## config.mk

```make
export PLATFORM = sky130hd
export DESIGN_NAME = l1_splice_loader
export DESIGN_NICKNAME = d
export VERILOG_FILES = /design/src/rtl/l1_splice_loader.sv
export SDC_FILE = /design/constraint.sdc
export NUM_CORES = 1
export LEC_CHECK = 0
export CORE_MARGIN = 3
export CORE_UTILIZATION = 42
export CTS_CLUSTER_DIAMETER = 60
export DETAILED_ROUTE_END_ITERATION = 8
export GPL_ROUTABILITY_DRIVEN = 0
export PLACE_DENSITY_LB_ADDON = 0.15
export SLEW_MARGIN = 10
export SYNTH_ARGS = -nofsm -noshare
export SYNTH_HDL_FRONTEND = slang
export SYNTH_SLANG_ARGS = --single-unit
```

## constraint.sdc

```tcl
create_clock -name clk -period 1.75 [get_ports clk]
set_input_delay 0.2625 -clock clk [delete_from_list [all_inputs] [get_ports clk]]
set_output_delay 0.2625 -clock clk [all_outputs]
set_load 0.05 [all_outputs]
```

## src/rtl/l1_splice_loader.sv

```systemverilog
// l1_splice_loader: framed byte stream -> indexed L1 splice bank writes.
// Define L1_LOADER_CHKSUM_EN to add the trailing XOR checksum byte stage.
module l1_splice_loader #(
  parameter int         NUM_BYTES = 24,
  parameter int         SEL_W     = 5,
  parameter logic [7:0] HEADER    = 8'hA5,
  parameter int         TIMEOUT   = 1024
) (
  input  logic             clk,
  input  logic             rst,
  input  logic             s_valid,
  input  logic [7:0]       s_data,
  output logic             s_ready,
  input  logic             abort,
  output logic [7:0]       wr_data,
  output logic [SEL_W-1:0] wr_sel,
  output logic             wr_en,
  output logic             busy,
  output logic             done,
  output logic             err
);

  localparam int TW = $clog2(TIMEOUT);
  localparam logic [TW-1:0]    T_LAST = TW'(TIMEOUT - 1);
  localparam logic [SEL_W-1:0] I_LAST = SEL_W'(NUM_BYTES - 1);

  typedef enum logic [1:0] {
    S_IDLE,
    S_LOAD,
    S_CHECK,
    S_DONE
  } state_t;

  state_t           state_q, state_d;
  logic [SEL_W-1:0] idx_q, idx_d;
  logic [TW-1:0]    timer_q, timer_d;
  logic [7:0]       wr_data_q, wr_data_d;
  logic [SEL_W-1:0] wr_sel_q, wr_sel_d;
  logic             wr_en_q, wr_en_d;
  logic             err_q, err_d;
`ifdef L1_LOADER_CHKSUM_EN
  logic [7:0]       csum_q, csum_d;
`endif

  logic acc;
  logic tmo;

  // Handshake: stall in DONE and whenever an abort is pending.
  assign s_ready = !abort && (state_q != S_DONE);
  assign acc     = s_valid && s_ready;
  assign tmo     = !acc && (timer_q == T_LAST);

  assign wr_data = wr_data_q;
  assign wr_sel  = wr_sel_q;
  assign wr_en   = wr_en_q;
  assign busy    = (state_q != S_IDLE);
  assign done    = (state_q == S_DONE) && !abort;
  assign err     = err_q;

  // Next-state, write staging, checksum and idle-timer logic.
  always_comb begin
    state_d   = state_q;
    idx_d     = idx_q;
    timer_d   = '0;
    wr_en_d   = 1'b0;
    wr_data_d = wr_data_q;
    wr_sel_d  = wr_sel_q;
    err_d     = 1'b0;
`ifdef L1_LOADER_CHKSUM_EN
    csum_d    = csum_q;
`endif
    if (abort) begin
      state_d = S_IDLE;
    end else begin
      unique case (state_q)
        S_IDLE: begin
          if (acc && (s_data == HEADER)) begin
            state_d = S_LOAD;
            idx_d   = '0;
`ifdef L1_LOADER_CHKSUM_EN
            csum_d  = '0;
`endif
          end
        end
        S_LOAD: begin
          if (acc) begin
            wr_en_d   = 1'b1;
            wr_data_d = s_data;
            wr_sel_d  = idx_q;
`ifdef L1_LOADER_CHKSUM_EN
            csum_d    = csum_q ^ s_data;
`endif
            if (idx_q == I_LAST) begin
`ifdef L1_LOADER_CHKSUM_EN
              state_d = S_CHECK;
`else
              state_d = S_DONE;
`endif
            end else begin
              idx_d = idx_q + 1'b1;
            end
          end else if (tmo) begin
            err_d   = 1'b1;
            state_d = S_IDLE;
          end else begin
            timer_d = timer_q + 1'b1;
          end
        end
`ifdef L1_LOADER_CHKSUM_EN
        S_CHECK: begin
          if (acc) begin
            if (s_data == csum_q) begin
              state_d = S_DONE;
            end else begin
              err_d   = 1'b1;
              state_d = S_IDLE;
            end
          end else if (tmo) begin
            err_d   = 1'b1;
            state_d = S_IDLE;
          end else begin
            timer_d = timer_q + 1'b1;
          end
        end
`endif
        S_DONE: begin
          state_d = S_IDLE;
        end
        default: begin
          state_d = S_IDLE;
        end
      endcase
    end
  end

  // State and output registers.
  always_ff @(posedge clk or posedge rst) begin
    if (rst) begin
      state_q   <= S_IDLE;
      idx_q     <= '0;
      timer_q   <= '0;
      wr_data_q <= '0;
      wr_sel_q  <= '0;
      wr_en_q   <= 1'b0;
      err_q     <= 1'b0;
`ifdef L1_LOADER_CHKSUM_EN
      csum_q    <= '0;
`endif
    end else begin
      state_q   <= state_d;
      idx_q     <= idx_d;
      timer_q   <= timer_d;
      wr_data_q <= wr_data_d;
      wr_sel_q  <= wr_sel_d;
      wr_en_q   <= wr_en_d;
      err_q     <= err_d;
`ifdef L1_LOADER_CHKSUM_EN
      csum_q    <= csum_d;
`endif
    end
  end

endmodule

```

; ---- Word-level counts from Yosys, hierarchy flattened
; Index checks and enable logic that the tools add are counted.
[word_totals]
register_bits = 32
inputBits = 12
out_inout_bits = 18
[op_classes]
n_addsub = 2
eq_ne = 12
muxes = 21
bitwise_logic = 1
reduce_logical = 13
[ops]
columns = op, n
row1 = two-way mux 10 bit, 4
row2 = two-way mux 5 bit, 3
row3 = "adder 10 x 1 -> 10 bit, second input constant", 1
row4 = "== test 10 bit, second input constant", 1
row5 = two-way mux 2 bit, 5
row6 = case mux 5 bit (2 select lines), 1
row7 = "== test 8 bit, second input constant", 1
row8 = "!= test 2 bit, second input constant", 4
row9 = "!= test 4 bit, second input constant", 2
row10 = two-way mux 1 bit, 7
row11 = AND reduction 3 bit, 2
row12 = "adder 5 x 1 -> 5 bit, second input constant", 1
row13 = "== test 5 bit, second input constant", 1
row14 = logical AND 1 bit, 5
row15 = AND reduction 5 bit, 1
row16 = case mux 2 bit (2 select lines), 1
row17 = nonzero test 2 bit, 2
row18 = "!= test 3 bit, second input constant", 1
row19 = "== test 2 x 1 -> 1 bit, second input constant", 1
row20 = "== test 2 bit, second input constant", 1
row21 = zero test 1 bit, 2
row22 = zero test 2 bit, 1
row23 = inverter 1 bit, 1

; ---- Logic depth before layout (Yosys ltp)
[logic_depth]
ltp_word = 9
mapped_depth = 5
ltp_nobuf = 5

; ---- Least setup slack after synthesis
; No wires, ideal clock.
[synth_path]
path_type = reg2reg
from = register state_q[0]
to = register idx_q[0]
arrival_ps = 1695
t_required_ps = 1625
slack_ps = -69
path_stages_with_launch = 5
period_less_slack_ps = 1819
cell_sequence = dfrtp_1 > a21oi_2 > nand4b_1 > a21o_1 > mux2_2
[synth_via]
elab_chain_cells = 6
word_cells_on_any_way = 12
cone_classes = 5 x eq/ne / 1 x mux / 6 x reduce/logical
[synth_rtl]
columns = item, line_no
row1 = "start, declared", 34  ; state_t state_q, state_d;
row2 = "start signal, assigned", 150  ; state_q <= state_d;
row3 = != test 2 bit (*), 49  ; assign s_ready = !abort && (state_q != S_DONE);
row4 = logical AND 1 bit (*), 49
row5 = via s_ready, 13  ; output logic s_ready,
row6 = logical AND 1 bit (*), 50  ; assign acc = s_valid && s_ready;
row7 = logical AND 1 bit, 77  ; if (acc && (s_data == HEADER)) begin
row8 = != test 2 bit (no line), -
row9 = AND reduction 5 bit (no line) (*), -
row10 = "end signal, assigned", 151  ; idx_q <= idx_d;
row11 = "end, declared", 35  ; logic [SEL_W-1:0] idx_q, idx_d;
; Mark *: on every way through the listed nets, which the timed path passes. The rest lies on a longest branch.
; A chain may end at the register's enable or synchronous reset.

; ---- Worst setup path in the final report
[layout_path]
from = input abort
to = output done
[layout_via]
elab_chain_cells = 2
[layout_rtl]
columns = item, line_no
row1 = "start, declared", 14  ; input logic abort,
row2 = zero test 1 bit, 57  ; assign done = (state_q == S_DONE) && !abort;
row3 = logical AND 1 bit, 57
row4 = "end, declared", 19  ; output logic done,
; Every way passes these cells.

==> run summary <==
STATUS
---------------------------------------------------------------------------------
Result of the run                                                    finished clean

SETUP PATH
---------------------------------------------------------------------------------
Capturing element type of the critical path                           output port
Crit path launch type                                                primary input
Data required, critical path                                              1.49 ns
Crit-path slowest cell                                               clkdlybuf4s50_1
FF-to-FF path depth                                                             3
Setup CP Type                                                           in -> out
Critical Path, Cell by Cell                                          clkdlybuf4s50_1 > buf_4 > and3b_1 > buf_12
Data arrival time at the worst-slack endpoint                             1.34 ns
Slowest Stage Delay on Critical Path                                      0.54 ns
Critical path fanouts, max                                                      5
Register-to-register path setup slack                                     0.19 ns

GLOBAL ROUTING
---------------------------------------------------------------------------------
Global-route usage over all layers                                          14.6%
Vias in the first global route                                               1055
Most used routing layer                                                      met2
Antenna violations before repair                                                0
Final global-route overflow total                                               0
Global routing usage on met2                                                23.6%
First-pass GRT wire length                                                4670 µm
Largest net degree at the start of global routing                              33
M1 GR Usage                                                                 17.8%
Global-route track usage on met3                                            5.37%

TIMING
---------------------------------------------------------------------------------
Max_slew headroom                                                           66.7%
Final Hold Fails                                                                0
Final setup violation count                                                     0
Max-slew violation count                                                        0
RSZ-0062 raised after global routing                                           no
Post-route worst hold slack                                              0.301 ns
Sum of negative setup slack                                                  0 ns
Final min period                                                          1.61 ns
Ratio of final minimum period to clock period                               91.8%
Transition at the pin with the smallest max-transition slack             0.499 ns
Maximum achievable frequency                                            0.622 GHz
Clock Skew                                                              0.0110 ns

YOSYS
---------------------------------------------------------------------------------
Count of cell types in the netlist                                             33
Main combinational cell family by area after synthesis               simple AND/OR/NAND/NOR gates
Avg Synthesized Cell Area                                                11.8 µm²
Post-synthesis compound-gate area fraction                                  6.51%
Portion of synthesized cell area occupied by the leading cell type          55.6%
Primary flip-flop cell chosen by synthesis mapping                        dfrtp_1
Portion of netlist area occupied by mux cells                               10.9%
Number of enable flip-flop cells after synthesis                                0
Most frequent cell after synthesis                                        dfrtp_1
Simple-gate portion of the synthesized area                                 18.1%
Synthesized netlist net count                                                 136
Share of the yosys chip area belonging to registers                         55.6%
Cell type with the highest aggregate area in the netlist                  dfrtp_1
Async set or reset register ratio after synthesis                            100%
Post-synthesis cell count                                                     122
Cell Area, Synth                                                      0.00144 mm²
Flop and latch count out of synthesis                                          32
Synth Area in XOR/XNOR                                                      4.86%
Ys Warns                                                                        0
Area share of fa/ha/maj cells after synthesis                               1.74%
Synth cell count leaders                                             dfrtp_1, nor2_1, mux2_2
Biggest area contributors in the synthesized netlist                 dfrtp_1, mux2_2, nor2_1

DETAILED ROUTING
---------------------------------------------------------------------------------
WL per Instance                                                           13.1 µm
Final ANT Viol Nets                                                             0
Starting DRT DRC Count                                                         17
Vias per cell                                                                5.06
Total wire length                                                         2770 µm
DRC Markers                                                                     0
Detailed-routing iteration count for the pre-antenna-repair pass                4
Count of vias placed by the detailed router                                  1067

DIE
---------------------------------------------------------------------------------
Starting Density                                                            45.7%
Chip Width                                                                64.6 µm
DIE HEIGHT                                                                64.6 µm
Die footprint                                                         0.00417 mm²
Core box area                                                         0.00315 mm²
Count of boundary I/O pins                                                     30
# rows                                                                         20

FINAL LAYOUT
---------------------------------------------------------------------------------
Final-layout fill cell count                                                  288
Syn-to-layout area delta                                                    33.5%
Fraction of layout cells with a size suffix above 1                         31.7%
Nets@finish                                                                   180
End-of-flow core utilization                                                61.0%
Final Cell Area                                                       0.00192 mm²
Final non-filler cell total                                                   211
Antenna diode count                                                             0

CLOCK TREE
---------------------------------------------------------------------------------
Clock latency of the later-clocked register in the worst-skew pair        0.33 ns
Clock tree from TritonCTS                                                   built
Count of H-tree levels built during CTS                                         2
CTS Hold Buffers Added                                                          0
Reg clk slew, reported paths                                              0.10 ns
Sink count of the clock tree                                                   32
Library cell used as clock root buffer                                   clkbuf_4
Clock buffer count from CTS                                                     5
Buffer levels on the longest clock path                                         2

POWER
---------------------------------------------------------------------------------
Worst ir drop on vdd                                                     0.516 mV
Cell Pwr Density                                                       683 mW/mm²
Cell leakage power                                                       0.924 nW

PLACED DESIGN
---------------------------------------------------------------------------------
Number of input and output port buffers inserted                               29
Placement-stage cell area                                             0.00186 mm²
Count of placed standard cells including taps                                 203
Half-perimeter wire length of the detailed placement result               2000 µm

HOLD PATH
---------------------------------------------------------------------------------
Path type of the worst min-delay path                                 in -> async

FLOW RUN
---------------------------------------------------------------------------------
Max Cap Viol                                                                    0

-- per-layer routing --
metal,vias to the layer above,routed length (µm)
met5,-,0
met4,0,15
met3,2,155
met2,31,1320
met1,510,1290
li1,524,-
-- sequential cells by signal, summed over array words and instances (netlist names) --
name	count
wr_en	1
timer_q	10
state_q	2
err	1
wr_data	8
wr_sel	5
idx_q	5
-- worst paths after layout --
kind / start / endpoint
max in group asynchronous: rst / wr_sel[2]$_DFFE_PP0P_
min reg2reg: timer_q[0]$_DFF_PP0_ / timer_q[0]$_DFF_PP0_
min in group clk: timer_q[0]$_DFF_PP0_ / timer_q[0]$_DFF_PP0_
max: abort / done
max reg2reg: state_q[1]$_DFFE_PP0P_ / wr_sel[0]$_DFFE_PP0P_
min: rst / wr_data[5]$_DFFE_PP0P_
-- logic make-up after synthesis --
family                   Yosys count
flip-flops                        32
adder cells (fa/ha/maj)            2
AO/OA/AOI/OAI                     14
multiplexers                      14
buffers and inverters              6
XOR/XNOR                           8
AND/OR/NAND/NOR                   46
-- area by class of cell --
class	instances	area (µm²)	share of cell area (%)
Multi-Input combinational cell	84	632	32.8
Timing Repair Buffer	39	363	18.9
Clock buffer	8	58.8	3.06
Inverter	4	15.0	0.780
Tap cell	44	55.1	2.86
Sequential cell	32	801	41.6
-- worst max-delay path: cells and delay by family --
kind                   cells  cell delay (ns)
buffers and inverters      3             0.86
AND/OR/NAND/NOR            1             0.21
-- per-stage QoR --
step	setup slack [ns]	total power, mW
after floorplan	0.109	0.825
after global placement	-0.0468	0.890
after detailed placement	-0.131	0.892
after CTS	0.0205	1.33
after global routing	0.0540	1.37
final	0.143	1.32
-- power by group --
group | internal [mW] | total, mW | leakage [nW] | switching [mW]
logic | 0.0574 | 0.123 | 0.447 | 0.0658
clock network | 0.198 | 0.439 | 0.0326 | 0.241
registers | 0.747 | 0.753 | 0.445 | 0.00519
total | 1.00 | 1.32 | 0.924 | 0.312
-- cell usage in the layout (no fill, tap or decap), types with 2 or more instances in the layout --
| cell type | n |
|---|---|
| dfrtp_1 | 32 |
| buf_4 | 24 |
| nor2_1 | 16 |
| mux2_2 | 14 |
| clkdlybuf4s50_1 | 11 |
| nand2_1 | 6 |
| clkbuf_4 | 5 |
| inv_1 | 4 |
| xnor2_1 | 4 |
| xor2_1 | 4 |
| and3_1 | 3 |
| nor3_1 | 3 |
| a21oi_1 | 3 |
| o21ai_0 | 3 |
| a211oi_1 | 3 |
| nand3_1 | 3 |
| buf_12 | 3 |
| nand4_1 | 2 |
| nand4b_1 | 2 |
| ha_1 | 2 |
| clkbuf_1 | 2 |
-- what timing repair did --
item | in CTS | in global routing
endpoints found under the setup margin | 0 | 2
buffers inserted | 0 | 0
gates resized for setup | 0 | 2
No activity file was read; power rests on OpenSTA's default activity.
